===== config.mk =====
export PLATFORM = sky130hd
export DESIGN_NAME = mdu_seq
export DESIGN_NICKNAME = d
export VERILOG_FILES = /design/src/rtl/mdu_seq.sv
export SDC_FILE = /design/constraint.sdc
export NUM_CORES = 1
export LEC_CHECK = 0
export ABC_AREA = 0
export BUFFER_PORTS_ARGS = -buffer_cell sky130_fd_sc_hd__buf_4
export CAP_MARGIN = 40
export CORE_ASPECT_RATIO = 0.7
export CORE_UTILIZATION = 35
export DETAILED_ROUTE_END_ITERATION = 16
export GPL_TIMING_DRIVEN = 0
export HOLD_SLACK_MARGIN = 0.06
export PLACE_DENSITY_LB_ADDON = 0.12
export SYNTH_ARGS = -nofsm -noshare
export SYNTH_HDL_FRONTEND = slang
export SYNTH_SLANG_ARGS = --single-unit

===== constraint.sdc =====
create_clock -name clk -period 3.9 [get_ports clk]
set_input_delay 0 -clock clk [delete_from_list [all_inputs] [get_ports clk]]
set_output_delay 0 -clock clk [all_outputs]
set_load 0.05 [all_outputs]

===== src/rtl/mdu_seq.sv =====
`default_nettype none
// ============================================================================
// mdu_seq : iterative multiply/divide unit with HI/LO result registers.
//           Define MDU_DIV_EN to build the DIVU/DIV datapath.
// Rev 1.0
// ============================================================================
module mdu_seq #(
  parameter int WIDTH = 32
) (
  input  logic             clk,
  input  logic             rst,
  input  logic             start,
  input  logic [2:0]       op,
  input  logic             flush,
  input  logic [WIDTH-1:0] a,
  input  logic [WIDTH-1:0] b,
  output logic             busy,
  output logic             done,
  output logic             div_zero,
  output logic [WIDTH-1:0] hi,
  output logic [WIDTH-1:0] lo
);
  localparam int            CW       = $clog2(WIDTH) + 1;
  localparam logic [CW-1:0] LAST     = CW'(WIDTH - 1);
  localparam logic [2:0]    OP_MULTU = 3'b000;
  localparam logic [2:0]    OP_MULT  = 3'b001;
  localparam logic [2:0]    OP_MTHI  = 3'b100;
  localparam logic [2:0]    OP_MTLO  = 3'b101;
`ifdef MDU_DIV_EN
  localparam logic [2:0]    OP_DIVU  = 3'b010;
  localparam logic [2:0]    OP_DIV   = 3'b011;
`endif

  typedef enum logic [1:0] {
    S_IDLE = 2'd0,
    S_MUL  = 2'd1,
    S_DIV  = 2'd2,
    S_FIX  = 2'd3
  } state_t;

  state_t             state_q, state_d;
  logic [CW-1:0]      cnt_q, cnt_d;
  logic               busy_q, busy_d;
  logic               done_q, done_d;
  logic               dz_q, dz_d;
  logic [WIDTH-1:0]   hi_q, hi_d;
  logic [WIDTH-1:0]   lo_q, lo_d;
  logic [WIDTH-1:0]   opnd_q, opnd_d;
  logic [2*WIDTH-1:0] acc_q, acc_d;
  logic               sgn_lo_q, sgn_lo_d;

  logic [WIDTH-1:0]   a_mag, b_mag, op_a, op_b;
  logic [WIDTH:0]     mul_sum;
  logic [2*WIDTH-1:0] prod_fix;

  // Signed ops (op[0]=1) iterate on magnitudes; the sign is re-applied in FIX.
  assign a_mag    = a[WIDTH-1] ? -a : a;
  assign b_mag    = b[WIDTH-1] ? -b : b;
  assign op_a     = op[0] ? a_mag : a;
  assign op_b     = op[0] ? b_mag : b;
  assign mul_sum  = {1'b0, acc_q[2*WIDTH-1:WIDTH]} + (acc_q[0] ? {1'b0, opnd_q} : '0);
  assign prod_fix = sgn_lo_q ? -acc_q : acc_q;

`ifdef MDU_DIV_EN
  logic               is_div_q, is_div_d;
  logic               sgn_hi_q, sgn_hi_d;
  logic               bz_q, bz_d;
  logic [WIDTH-1:0]   a_q, a_d;
  logic [WIDTH:0]     rem_sh, diff;
  logic [WIDTH-1:0]   quo_fix, rem_fix;

  // acc holds {remainder, dividend/quotient}; one extra bit keeps the trial subtract exact.
  assign rem_sh  = acc_q[2*WIDTH-1:WIDTH-1];
  assign diff    = rem_sh - {1'b0, opnd_q};
  assign quo_fix = sgn_lo_q ? -acc_q[WIDTH-1:0] : acc_q[WIDTH-1:0];
  assign rem_fix = sgn_hi_q ? -acc_q[2*WIDTH-1:WIDTH] : acc_q[2*WIDTH-1:WIDTH];
`endif

  always_comb begin
    state_d  = state_q;
    cnt_d    = cnt_q;
    busy_d   = busy_q;
    done_d   = 1'b0;
    dz_d     = dz_q;
    hi_d     = hi_q;
    lo_d     = lo_q;
    opnd_d   = opnd_q;
    acc_d    = acc_q;
    sgn_lo_d = sgn_lo_q;
`ifdef MDU_DIV_EN
    is_div_d = is_div_q;
    sgn_hi_d = sgn_hi_q;
    bz_d     = bz_q;
    a_d      = a_q;
`endif
    case (state_q)
      S_IDLE: begin
        if (start) begin
          case (op)
            OP_MULTU, OP_MULT: begin
              state_d  = S_MUL;
              busy_d   = 1'b1;
              cnt_d    = '0;
              dz_d     = 1'b0;
              acc_d    = {{WIDTH{1'b0}}, op_b};
              opnd_d   = op_a;
              sgn_lo_d = op[0] & (a[WIDTH-1] ^ b[WIDTH-1]);
`ifdef MDU_DIV_EN
              is_div_d = 1'b0;
`endif
            end
`ifdef MDU_DIV_EN
            OP_DIVU, OP_DIV: begin
              state_d  = S_DIV;
              busy_d   = 1'b1;
              cnt_d    = '0;
              dz_d     = 1'b0;
              acc_d    = {{WIDTH{1'b0}}, op_a};
              opnd_d   = op_b;
              sgn_lo_d = op[0] & (a[WIDTH-1] ^ b[WIDTH-1]);
              sgn_hi_d = op[0] & a[WIDTH-1];
              is_div_d = 1'b1;
              bz_d     = (b == '0);
              a_d      = a;
            end
`endif
            OP_MTHI: begin
              hi_d   = a;
              dz_d   = 1'b0;
              done_d = 1'b1;
            end
            OP_MTLO: begin
              lo_d   = a;
              dz_d   = 1'b0;
              done_d = 1'b1;
            end
            default: ;
          endcase
        end
      end
      S_MUL: begin
        acc_d = {mul_sum, acc_q[WIDTH-1:1]};
        cnt_d = cnt_q + 1'b1;
        if (cnt_q == LAST) state_d = S_FIX;
      end
`ifdef MDU_DIV_EN
      S_DIV: begin
        if (!diff[WIDTH]) acc_d = {diff[WIDTH-1:0], acc_q[WIDTH-2:0], 1'b1};
        else              acc_d = {rem_sh[WIDTH-1:0], acc_q[WIDTH-2:0], 1'b0};
        cnt_d = cnt_q + 1'b1;
        if (cnt_q == LAST) state_d = S_FIX;
      end
`endif
      S_FIX: begin
        state_d = S_IDLE;
        busy_d  = 1'b0;
        done_d  = 1'b1;
`ifdef MDU_DIV_EN
        if (is_div_q) begin
          if (bz_q) begin
            hi_d = a_q;
            lo_d = '1;
            dz_d = 1'b1;
          end else begin
            hi_d = rem_fix;
            lo_d = quo_fix;
          end
        end else
`endif
        begin
          hi_d = prod_fix[2*WIDTH-1:WIDTH];
          lo_d = prod_fix[WIDTH-1:0];
        end
      end
      default: state_d = S_IDLE;
    endcase

    // Cancel wins over the FIX write-back; in IDLE a pending start takes precedence.
    if (flush && (state_q != S_IDLE)) begin
      state_d = S_IDLE;
      busy_d  = 1'b0;
      done_d  = 1'b0;
      hi_d    = hi_q;
      lo_d    = lo_q;
      dz_d    = dz_q;
    end
  end

  always_ff @(posedge clk or negedge rst) begin
    if (!rst) begin
      state_q  <= S_IDLE;
      cnt_q    <= '0;
      busy_q   <= 1'b0;
      done_q   <= 1'b0;
      dz_q     <= 1'b0;
      hi_q     <= '0;
      lo_q     <= '0;
      opnd_q   <= '0;
      acc_q    <= '0;
      sgn_lo_q <= 1'b0;
`ifdef MDU_DIV_EN
      is_div_q <= 1'b0;
      sgn_hi_q <= 1'b0;
      bz_q     <= 1'b0;
      a_q      <= '0;
`endif
    end else begin
      state_q  <= state_d;
      cnt_q    <= cnt_d;
      busy_q   <= busy_d;
      done_q   <= done_d;
      dz_q     <= dz_d;
      hi_q     <= hi_d;
      lo_q     <= lo_d;
      opnd_q   <= opnd_d;
      acc_q    <= acc_d;
      sgn_lo_q <= sgn_lo_d;
`ifdef MDU_DIV_EN
      is_div_q <= is_div_d;
      sgn_hi_q <= sgn_hi_d;
      bz_q     <= bz_d;
      a_q      <= a_d;
`endif
    end
  end

  assign busy     = busy_q;
  assign done     = done_q;
  assign div_zero = dz_q;
  assign hi       = hi_q;
  assign lo       = lo_q;

endmodule
`default_nettype wire


==> results of run 1 <==
## synthesized netlist by cell type (4+ instances only)
cell type and number:
sky130_fd_sc_hd__a211oi_1 44, sky130_fd_sc_hd__a21o_1 60, sky130_fd_sc_hd__a21oi_1 73, sky130_fd_sc_hd__a221oi_1 4
sky130_fd_sc_hd__a22oi_1 31, sky130_fd_sc_hd__a31oi_1 10, sky130_fd_sc_hd__a41oi_1 4, sky130_fd_sc_hd__and2_1 40
sky130_fd_sc_hd__clkbuf_1 73, sky130_fd_sc_hd__dfrtp_1 171, sky130_fd_sc_hd__ha_1 39, sky130_fd_sc_hd__inv_1 22
sky130_fd_sc_hd__mux2i_1 8, sky130_fd_sc_hd__nand2_1 137, sky130_fd_sc_hd__nand2b_1 11, sky130_fd_sc_hd__nand3_1 18
sky130_fd_sc_hd__nand4_1 10, sky130_fd_sc_hd__nor2_1 93, sky130_fd_sc_hd__nor2b_1 7, sky130_fd_sc_hd__nor3_1 29
sky130_fd_sc_hd__nor3b_1 7, sky130_fd_sc_hd__nor4_1 10, sky130_fd_sc_hd__o21ai_0 118, sky130_fd_sc_hd__o21ai_1 51
sky130_fd_sc_hd__o21bai_1 4, sky130_fd_sc_hd__o31ai_1 25, sky130_fd_sc_hd__o41ai_1 15, sky130_fd_sc_hd__or2_2 4
sky130_fd_sc_hd__or3_1 19, sky130_fd_sc_hd__or4_1 11, sky130_fd_sc_hd__xnor2_1 60, sky130_fd_sc_hd__xor2_1 88
## per-layer routing
layer	GRT usage (%)	routed length, um	vias to the layer above
li1	-	-	5345
met1	45.40	24120	5549
met2	34.86	16970	472
met3	7.043	3984	33
met4	5.886	610	0
met5	0	0	-
## path summary, 6_finish.rpt
kind,from,to,slack [ns],cells after the start
setup / recovery,acc_q[0]$_DFFE_PN0P_,hi[24]$_DFFE_PN0P_,0.22,11
hold / removal,rst,opnd_q[22]$_DFFE_PN0P_,0.08,2
setup reg to reg,acc_q[0]$_DFFE_PN0P_,hi[24]$_DFFE_PN0P_,0.22,11
hold reg to reg,hi[15]$_DFFE_PN0P_,hi[15]$_DFFE_PN0P_,0.48,1
max in group asynchronous,rst,acc_q[20]$_DFFE_PN0P_,2.84,3
min in group clk,start,busy$_DFFE_PN0P_,0.08,5
## power groups by stage
stage | clock (uW) | combinational (uW) | sequential (uW)
6_report | 1910 | 5650 | 3480
5_1_grt | 2010 | 6140 | 3560
4_1_cts | 1920 | 5580 | 3450
3_5_place_dp | 0 | 5490 | 3480
3_3_place_gp | 0 | 5410 | 3460
2_1_floorplan | 0 | 2730 | 4240
## metrics by stage
step           setup TNS [ns]  instances
3_3_place_gp           -2.972       1909
3_5_place_dp           -1.817       1914
6_report                    0       2027
5_1_grt                     0       2027
2_1_floorplan               0       1347
4_1_cts                     0       2026
## cells by family (layout without fill, tap and decap cells)
family	Yosys count	in the layout
AND/OR/NAND/NOR	414	414
XOR/XNOR	148	148
other	1	1
adder cells (fa/ha/maj)	40	40
AO/OA/AOI/OAI	463	463
flip-flops	171	171
multiplexers	8	8
buffers and inverters	102	355
## layout make-up
| cell class | instances | area, um2 |
|---|---|---|
| Buffer | 78 | 300.3 |
| Clock buffer | 21 | 480.5 |
| Clock inverter | 10 | 163.9 |
| Fill cell | 3261 | 17740 |
| Inverter | 23 | 86.33 |
| Multi-Input combinational cell | 1074 | 6850 |
| Sequential cell | 171 | 4279 |
| Tap cell | 427 | 534.3 |
| Timing Repair Buffer | 223 | 1906 |
## registers in the layout (all words and copies together) (netlist names)
signal    count
sgn_lo_q      1
lo           32
opnd_q       32
acc_q        64
done          1
busy          1
state_q       2
cnt_q         6
hi           32
## what timing repair did
action,in CTS,in global routing
setup endpoints to repair,6,6
hold buffers,82,0
pin swaps,0,1
resized for setup,1,5
buffers inserted,0,1
endpoints found under the hold margin,172,0
## cells in the final DEF, fill, tap and decap left out, types with 17 or more instances in the layout
cell type,instances
sky130_fd_sc_hd__nand3_1,18
sky130_fd_sc_hd__a211oi_1,44
sky130_fd_sc_hd__o21ai_0,116
sky130_fd_sc_hd__nand2_1,137
sky130_fd_sc_hd__and2_1,40
sky130_fd_sc_hd__dlygate4sd3_1,82
sky130_fd_sc_hd__xnor2_1,60
sky130_fd_sc_hd__a22oi_1,31
sky130_fd_sc_hd__clkbuf_1,71
sky130_fd_sc_hd__dfrtp_1,171
sky130_fd_sc_hd__buf_4,137
sky130_fd_sc_hd__o31ai_1,24
sky130_fd_sc_hd__xor2_1,88
sky130_fd_sc_hd__nor2_1,93
sky130_fd_sc_hd__clkbuf_16,17
sky130_fd_sc_hd__a21o_1,60
sky130_fd_sc_hd__o21ai_1,53
sky130_fd_sc_hd__or3_1,19
sky130_fd_sc_hd__ha_1,39
sky130_fd_sc_hd__inv_1,22
sky130_fd_sc_hd__a21oi_1,73
sky130_fd_sc_hd__nor3_1,29
==> summary by stage, run 1 <==
Global route
The number of global-route vias before repair is 10,670. Entering global routing, the biggest net connects 106 pins. The all-layer global routing usage is 27.70%.

The total congestion overflow is 0. The initial antenna violation count is 1. The first global-routing pass estimated 68,650 um of wire.

STA
Of the available clock period, the critical path in the final layout requires 94.47%. Between clock sinks in the finished design, the worst skew comes to 0.007576 ns. The highest clock rate is 271.4 MHz. The count of final max-slew check failures came to 0. Hold is met by 0.07797 ns. The transition time at the pin with the least slew margin is 0.9681 ns. In the post-route analysis, the smallest setup slack over all paths is 0.2157 ns. Counting I/O delays and the setup requirement, the final critical path takes 3.684 ns. The worst-case headroom to the max-slew limit is 34.96%. The count of endpoints failing hold in the final timing report is 0. Setup repair after global routing left no endpoint under its margin. Setup violations remaining at the end of the flow were counted as 0.

Die
The overall die width is 218.7 um. The region available for standard cell placement spans 32,340 um2. The total die area is 33,610 um2. Once the floorplan was initialized, standard cells occupied 35.57% of the core. Pin placement for this block handled 138 I/O pins. Measured along the y axis, the die boundary spans 153.7 um.

After floorplanning, the core was divided into 55 placement rows.

Power
The internal power contribution is 5630 uW. The share of power burned in the clock network is 17.3%. Sequential cells burn 31.5% of the power.

The power per cell area is 755.9 nW/um2. Summed over all cells, the static leakage comes to 0.006450 uW. The maximum ir drop on the vdd rail is 0.6663 mV. The total power after layout is 11,040 uW.

Net switching is 48.98% of the power. Combinational logic is responsible for 51.2% of the overall power. The switching power is 5406 uW.

Route
Wires add up to 45,690 um. The wire length per cell is 22.54 um. The total number of vias is 11,400.

The DRC violation total after the first TritonRoute iteration is 1,153. The number of remaining DRC errors is 0. The via density per instance is 5.624. The count of nets left with antenna violations after detail routing is 0. The first-pass iteration count of the detailed router is 5.

Yosys
In this run the cell area of the synthesized design comes to 11,500 um2. Yosys attributes the largest share of cell area to sky130_fd_sc_hd__dfrtp_1 37%, sky130_fd_sc_hd__xor2_1 6.7%, sky130_fd_sc_hd__o21ai_0 5.1%. Yosys mapped a number of flops with a built-in enable equal to 0. A synthesized cell averages 8.541 um2. Of all flip-flops after synthesis, the portion carrying an async set or reset was 100.0%. The arithmetic-cell share of the synthesized area counting full adders, half adders and majority gates is 4.415%. The synthesis-stage register bit count is 171. The post-synthesis cell type count is 62. The largest area contributor in the synthesized netlist is sky130_fd_sc_hd__dfrtp_1. Sequential elements use 37.19% of the synthesized area. The dominant combinational cell family by area after synthesis is compound AO/OA/AOI/OAI gates. The fraction of the mapped netlist area in compound gates is 25.43%. Synthesis produced a netlist with a net count of 1,458. The portion of synthesized area spent on multiplexers is 0.6960%.

For this run, the leading register cell type out of synthesis is sky130_fd_sc_hd__dfrtp_1. The area share of xor/xnor cells in the synthesized design is 11.27%. The Yosys warning count is 0. The share of the synthesized area in the top cell type is 37.19%. The post-synthesis simple-gate area fraction is 17.59%. Synthesis handed over a netlist of 1,347 instances.

Clock network
Counting along the longest clock path gives a buffer depth of 2. Clock tree synthesis inserted a total of 17 buffers. The number of clock sinks is 171.

After clock tree synthesis, the clock-pin slew on the worst setup and hold paths is 0.07 ns. TritonCTS built the clock tree. The CTS H-tree depth is 4. The clock latency at the later pin of the worst-skew pair is 0.45 ns. The clock root buffer is sky130_fd_sc_hd__clkbuf_16.

Setup path
In this design, the stage delay of the slowest critical-path cell is 0.55 ns. In this run the worst path has a maximum fanout of 15. The data arrival time at the worst-slack endpoint is 4.08 ns. The largest individual stage delay along the critical path comes from the cell sky130_fd_sc_hd__o41ai_1. The worst setup path is launched from a register.

The setup path with the least slack is of type reg -> reg. STA classifies the critical path endpoint as a register. The number of buffer and inverter stages on the critical path is 3. Walking the worst path, the cells encountered are clkbuf_1 > buf_6 > inv_1 > ha_1 > nand4b_1 > nor4_4 > nand3_1 > o41ai_1 > xor2_1 > a211oi_1 > a21o_1. The data required time of the critical path is 4.29 ns.

The cell family contributing the most delay on the critical path is simple AND/OR/NAND/NOR gates.

Placed design
The number of buffer cells added on primary ports is 135. The pre-CTS setup slack is -0.4955 ns. The congestion estimate from routability-driven global placement came to 0.9530. After detailed placement, the total cell area comes to 13,120 um2. The placed wire-length estimate after detailed placement is 35,960 um.

Status
The run finished with clean final reports.

Run
The tool flagged a number of max-cap violations equal to 0.

Layout
The total inserted antenna cells is 0. The final core utilization is 45.14%. The layout overhead on the synthesized area is 26.91%. The post-route cell area is 14,600 um2. The fraction of layout instances using a drive strength above 1 is 11.75%. In the final design database the tool counted 1,699 nets.

Min path
The type of the tightest min-delay check is in -> async.
(Power assumes the default switching activity.)
==> run 2, diff against run 1 <==
Settings changed: RECOVER_POWER from default to 50.
==> summary by stage, run 2 (synthesized netlist as in run 1, its figures left out) <==
Setup path
The critical path launch point type is a register. The critical path's largest stage delay is 0.54 ns. The worst register-to-register path begins at acc_q[0]$_DFFE_PN0P_. Walking the worst path, the cells encountered are clkbuf_1 > buf_6 > inv_1 > ha_1 > nand4b_1 > nor4_4 > nand3_1 > o41ai_1 > xor2_1 > a211oi_1 > a21o_1. The largest individual stage delay along the critical path comes from the cell sky130_fd_sc_hd__o41ai_1. STA classifies the critical path endpoint as a register.

In this run the critical register-to-register path is captured at hi[24]$_DFFE_PN0P_. The kind of critical path is reg -> reg. The data required time of the critical path is 4.29 ns. The depth of the worst register-to-register path is 11. The highest fanout seen on the critical path is 15.

Tracing the worst setup path back leads to its startpoint at acc_q[0]$_DFFE_PN0P_. The setup slack on the worst flop-to-flop path is 0.20 ns. At the worst endpoint, the arrival time is 4.09 ns.

STA
The smallest clock period supported by the final layout is computed as 3.696 ns. The count of endpoints failing hold in the final timing report is 0. Setup repair after global routing left no endpoint under its margin. For the final database, setup skew stands at 0.007356 ns.

The post-route worst setup slack is 0.2045 ns. Setup violations remaining at the end of the flow were counted as 0. The count of final max-slew check failures was 67. For the pin with the worst max-slew slack, the measured transition is 3.132 ns.

Derived from the worst setup path, the maximum achievable clock frequency is 270.6 MHz. The final critical-path share of the clock period is 94.76%. The worst-case headroom to the max-slew limit is -108.8%. The tightest hold path in the finished design has a slack of 0.08522 ns.

Layout
The library cell used most frequently in the layout, excluding fill and tap cells, is sky130_fd_sc_hd__dfrtp_1. Leaving out fill and tap cells, the most frequent cells in the layout are 171 x sky130_fd_sc_hd__dfrtp_1, 137 x sky130_fd_sc_hd__clkbuf_1, 137 x sky130_fd_sc_hd__nand2_1, 116 x sky130_fd_sc_hd__o21ai_0, 93 x sky130_fd_sc_hd__nor2_1. The area taken by flip-flops and latches is 4279 um2.

The final core utilization is 44.37%. The register with the most flip-flops in the final layout is acc_q. The fraction of layout instances using a drive strength above 1 is 7.563%. In the final layout, the multi-input gates occupy 6850 um2. The net count of the finished layout is 1,699. Relative to the synthesized area, the layout overhead comes to 24.73%. The post-route cell area is 14,350 um2.

The register with the most flip-flops in the layout has 64 of them. The total inserted antenna cells is 0. The layout filler cell count is 3,329.

Die
The number of primary I/O pins is 138. The total number of placement rows is 55. The initial core utilization is 35.57%. The overall die width is 218.7 um. The total die area is 33,610 um2. The height of the die is 153.7 um. The core area is 32,340 um2.

Placed design
After detailed placement, the total cell area comes to 13,120 um2. At the end of routability-driven placement, the weighted congestion stood at 0.9530. At the placement stage, the worst setup path has a slack of -0.4955 ns.

The placed wire-length estimate after detailed placement is 35,960 um. Buffers placed on the I/O ports in this run total 135.

Run
Max-cap violations in this run came to 1.

Status
The run finished, with violations left. The final reports fail on capacitance limit, slew limit.

Global route
Entering global routing, the biggest net connects 106 pins. The first global-routing pass estimated 68,650 um of wire. The initial antenna violation count is 1. The total congestion overflow is 0. For this run, the total global-route usage over all layers was measured as 27.70%. The number of global-route vias before repair came to 10,670.

Clock network
The tree is rooted in a sky130_fd_sc_hd__clkbuf_16. After clock tree synthesis, the clock-pin slew on the worst setup and hold paths is 0.07 ns. The number of CTS-inserted buffers is 17. The number of clock sinks is 171.

The clock latency at the later pin of the worst-skew pair is 0.45 ns. The CTS H-tree depth is 4. TritonCTS built the clock tree. The clock passes through at most 2 buffers.

Route
The first-pass iteration count of the detailed router is 6. Dividing the detail-routed wire length by the instance count gives 22.62 um. In this run, the number of DRC markers left after iteration 0 of detailed routing was 1,281. After detailed routing, the total wire length is 45,850 um. For this run, design rule violations remaining after detail routing come to 0. Across all layers, the routed design uses 11,450 vias. Using the TritonRoute via totals, the vias-per-cell ratio works out to 5.649. The detail route stage leaves a number of antenna-violating nets equal to 0.

Min path
The worst-case hold path end point is busy$_DFFE_PN0P_. The count of cells along the worst hold path is 5. The worst hold path begins at start. The type of the tightest min-delay check is in -> reg.

Power
The worst-case IR drop observed on VDD is 0.5631 mV. The total leakage power is 0.006202 uW. The power per cell area is 748.9 nW/um2.
[run 2: changes by cell type in the layout (fill, tap and decap cells not counted), sizes merged]
cell          before  now
dlymetal6s4s       0    1
clkbuf            93  159
buf              147   80
[run 2: what timing repair did]
action / CTS / global route
hold endpoints to repair: 172 / 0
endpoints found under the setup margin: 6 / 6
gates resized for setup: 1 / 5
pin swaps: 0 / 1
hold buffers: 82 / 0
buffers inserted: 0 / 1
[run 2: per-layer routing]
layer / vias up / GRT usage (%) / wire length [um]
met5: - / 0 / 0
met4: 0 / 5.886 / 578
met3: 37 / 7.043 / 4183
met2: 473 / 34.86 / 17110
met1: 5605 / 45.40 / 23980
li1: 5336 / - / -
[run 2: how the worst max path moves through the flow]
stage | to
after global placement | acc_q[61]$_DFFE_PN0P_
after CTS | acc_q[61]$_DFFE_PN0P_
after detailed placement | acc_q[61]$_DFFE_PN0P_
after global routing | hi[24]$_DFFE_PN0P_
final | hi[24]$_DFFE_PN0P_
after floorplan | acc_q[61]$_DFFE_PN0P_
[run 2: final cells by class]
type                            instances  share of cell area (%)
Clock inverter                         10                   1.142
Sequential cell                       171                   29.82
Clock buffer                           21                   3.348
Timing Repair Buffer                  223                   11.54
Inverter                               23                  0.6016
Tap cell                              427                   3.723
Buffer                                 78                   2.093
Multi-Input combinational cell       1074                   47.74
[run 2: worst max-delay path: cells and delay by family, from the launching register on]
family / cells / cell delay (ns)
and+or+nand+nor: 3 / 1.35
buffers and inverters: 3 / 0.51
adders and majority gates: 1 / 0.23
xor gates and xnor gates: 1 / 0.11
DFF: 1 / 0.36
AOI/OAI and AO/OA: 3 / 1.04
[run 2: stage by stage]
stage	power [uW]	TNS (ns)	std cells
after floorplan	6970	0	1347
after global placement	8873	-2.972	1909
after detailed placement	8963	-1.817	1914
after CTS	10950	0	2026
after global routing	11420	0	2027
final	10750	0	2027
[run 2: where the power goes]
part	internal, uW	switching [uW]
clock	1140	763
sequential	2540	931
combinational	1660	3710
total	5350	5400
==> run 3, diff against run 2 <==
Settings changed: CORE_MARGIN from default to 2.
==> summary by stage, run 3 (synthesized netlist as in run 1, its figures left out) <==
Die
From left edge to right edge, the die measures 220.7 um. The total number of placement rows is 55. The die is 155.7 um tall.

The number of primary I/O pins is 138. The total die area is 34,360 um2. The initial utilization of the core area, before any placement, comes to 35.57%. The core area is 32,340 um2.

Power
The analysis attributes to cell leakage a power of 0.006152 uW. Across the VDD grid, the largest voltage drop is 0.6282 mV. In this run the power density over the cells is 742.2 nW/um2.

Min path
The tightest min-delay check is of the in -> reg type. The path with the worst hold slack has its endpoint at sgn_lo_q$_DFFE_PN0P_. The critical hold path startpoint is op[0].

Counting instances, the worst hold path has a depth of 3.

Route
The number of remaining DRC errors is 0. For this run, the detailed router's first-pass iteration total came to 7. The routed design has 45,870 um of wire. The via density per instance is 5.652. The DRC violation total after the first TritonRoute iteration is 1,245. The wire length per cell is 22.65 um. The total number of vias is 11,450.

The count of nets left with antenna violations after detail routing is 0.

Layout
From synthesis to final layout, the design area changed by 24.06%. The sequential cells in the finished layout cover a total of 4283 um2. The layout filler cell count is 3,288. More flip-flops sit in one register than any other, and that register is acc_q. Once layout is complete, the cells apart from fillers number 2,025. The library cells used most frequently in the layout, excluding fill and tap cells, are 170 x sky130_fd_sc_hd__dfrtp_1, 139 x sky130_fd_sc_hd__clkbuf_1, 137 x sky130_fd_sc_hd__nand2_1, 118 x sky130_fd_sc_hd__o21ai_0, 93 x sky130_fd_sc_hd__nor2_1. Leaving out fill and tap cells, the most frequent cell in the layout is sky130_fd_sc_hd__dfrtp_1.

The post-route cell area is 14,270 um2. The multi-input combinational cell area is 6850 um2. The net count reported at finish is 1,695. The flip-flop count of the largest register, all copies and words added is 64. The fraction of layout instances using a drive strength above 1 is 7.326%.

Setup path
The setup slack on the worst flop-to-flop path is 0.27 ns. In this run the worst path has a maximum fanout of 8. The worst reg2reg path startpoint is acc_q[11]$_DFFE_PN0P_. The worst setup path is launched from a register. Data on the critical path arrives at its endpoint at 3.98 ns. The data required time of the critical path is 4.25 ns. The end of the worst register-to-register path is hi[15]$_DFFE_PN0P_.

The worst register-to-register path has a depth of 9. The worst setup path is captured at a register. The setup path with the least slack is of type reg -> reg.

Placed design
In this run the cell area measured after placement is 13,100 um2. The placer's final routability congestion estimate is 0.9607. The number of buffer cells added on primary ports is 135. The number of placed instances, taps included, is 1,912. The placed wire-length estimate after detailed placement is 35,850 um.

Global route
The initial antenna violation count was 1. The total congestion overflow is 0. The number of global-route vias before repair is 10,590. The global-route wire length before repair is 68,440 um. Entering global routing, the biggest net connects 105 pins.

The all-layer global routing usage is 27.10%.

Clock network
The CTS H-tree depth is 4. The number of CTS-inserted buffers is 17. TritonCTS built the clock tree. The clock root buffer is sky130_fd_sc_hd__clkbuf_16. The deepest clock path buffer count is 2. The number of buffers added for setup after CTS is 0. For the worst-skew pair, the clock arrives at the later sink with an insertion delay of 0.46 ns. The number of clock sinks is 171. The clock transition at the registers of the reported paths is 0.07 ns.

STA
For the final routed database, the setup TNS stands at 0 ns. For the pin with the worst max-slew slack, the measured transition is 3.139 ns. The clock tree skew after final layout is 0.01311 ns. Setup repair after global routing left no endpoint under its margin. The worst-case headroom to the max-slew limit is -109.3%.

Subtracting the final worst setup slack from the clock period gives 3.634 ns. In the finished design, the share of the clock period the worst path needs comes to 93.17%. The final number of setup-violating endpoints is 0. Derived from the worst setup path, the maximum achievable clock frequency is 275.2 MHz. The count of final max-slew check failures is 68. The count of endpoints failing hold in the final timing report is 0.

Status
The flow ran to the end, but the final reports show violations. The final reports fail on capacitance limit, slew limit.

Run
The max-capacitance violation count is 1.
## run 3: through the flow
step	hold slack, ns	total power [uW]	setup slack [ns]	utilization [%]
after global placement	0.2970	8873	-0.6074	40.36
final	0.1630	10590	0.2663	44.13
after floorplan	-0.2956	6970	0.8641	-
after detailed placement	-0.006446	8949	-0.6676	40.50
after global routing	0.2003	11250	0.04503	44.12
after CTS	0.1032	10800	0.2789	44.86
## run 3: metal layers
| layer | global-route usage, % | share of wire, % | wire (um) | vias up |
|---|---|---|---|---|
| li1 | - | - | - | 5345 |
| met2 | 34.33 | 38 | 17390 | 490 |
| met5 | 0 | 0.028 | 13 | - |
| met4 | 6.254 | 1.5 | 666 | 2 |
| met1 | 43.88 | 51 | 23180 | 5573 |
| met3 | 7.349 | 10 | 4624 | 36 |
## run 3: critical path, cell delays in order, from the launching register on
cell and delay (ns):
sky130_fd_sc_hd__dfrtp_1 0.36, sky130_fd_sc_hd__clkbuf_1 0.21, sky130_fd_sc_hd__nor4_1 0.51, sky130_fd_sc_hd__nand4b_1 0.36
sky130_fd_sc_hd__nor2_1 0.37, sky130_fd_sc_hd__nand4_1 0.46, sky130_fd_sc_hd__o41ai_1 0.59, sky130_fd_sc_hd__xor2_1 0.32
sky130_fd_sc_hd__a211oi_1 0.16, sky130_fd_sc_hd__a21o_1 0.18
## run 3: worst max-delay path by stage
stage / depth (start not counted) / slack (ns) / start / end
floorplan: 14 / 0.86 / acc_q[0]$_DFFE_PN0P_ / acc_q[61]$_DFFE_PN0P_
global placement: 14 / -0.61 / acc_q[0]$_DFFE_PN0P_ / acc_q[61]$_DFFE_PN0P_
detailed placement: 14 / -0.67 / acc_q[0]$_DFFE_PN0P_ / acc_q[63]$_DFFE_PN0P_
CTS: 8 / 0.28 / acc_q[4]$_DFFE_PN0P_ / hi[24]$_DFFE_PN0P_
global route: 12 / 0.05 / acc_q[0]$_DFFE_PN0P_ / acc_q[59]$_DFFE_PN0P_
finish: 9 / 0.27 / acc_q[11]$_DFFE_PN0P_ / hi[15]$_DFFE_PN0P_
## run 3: area by class of cell
class | count | share of cell area [%]
clock buffers | 22 | 3.323
inverters | 23 | 0.6049
clock inverters | 10 | 0.8065
multi-input cells | 1074 | 48.00
diodes | 1 | 0.01753
well taps | 427 | 3.743
repair buffers | 220 | 11.43
flip-flops and latches | 171 | 30.01
plain buffers | 77 | 2.069
## run 3: repair_timing
item	CTS	global route
pin swaps	0	0
hold buffers	82	0
cloned	0	0
setup endpoints to repair	8	5
endpoints found under the hold margin	174	0
resized for setup	2	2
## run 3: power by group
part	switching, uW	internal (uW)
combinational	3670	1650
sequential	948	2550
clock	780	994
total	5400	5190
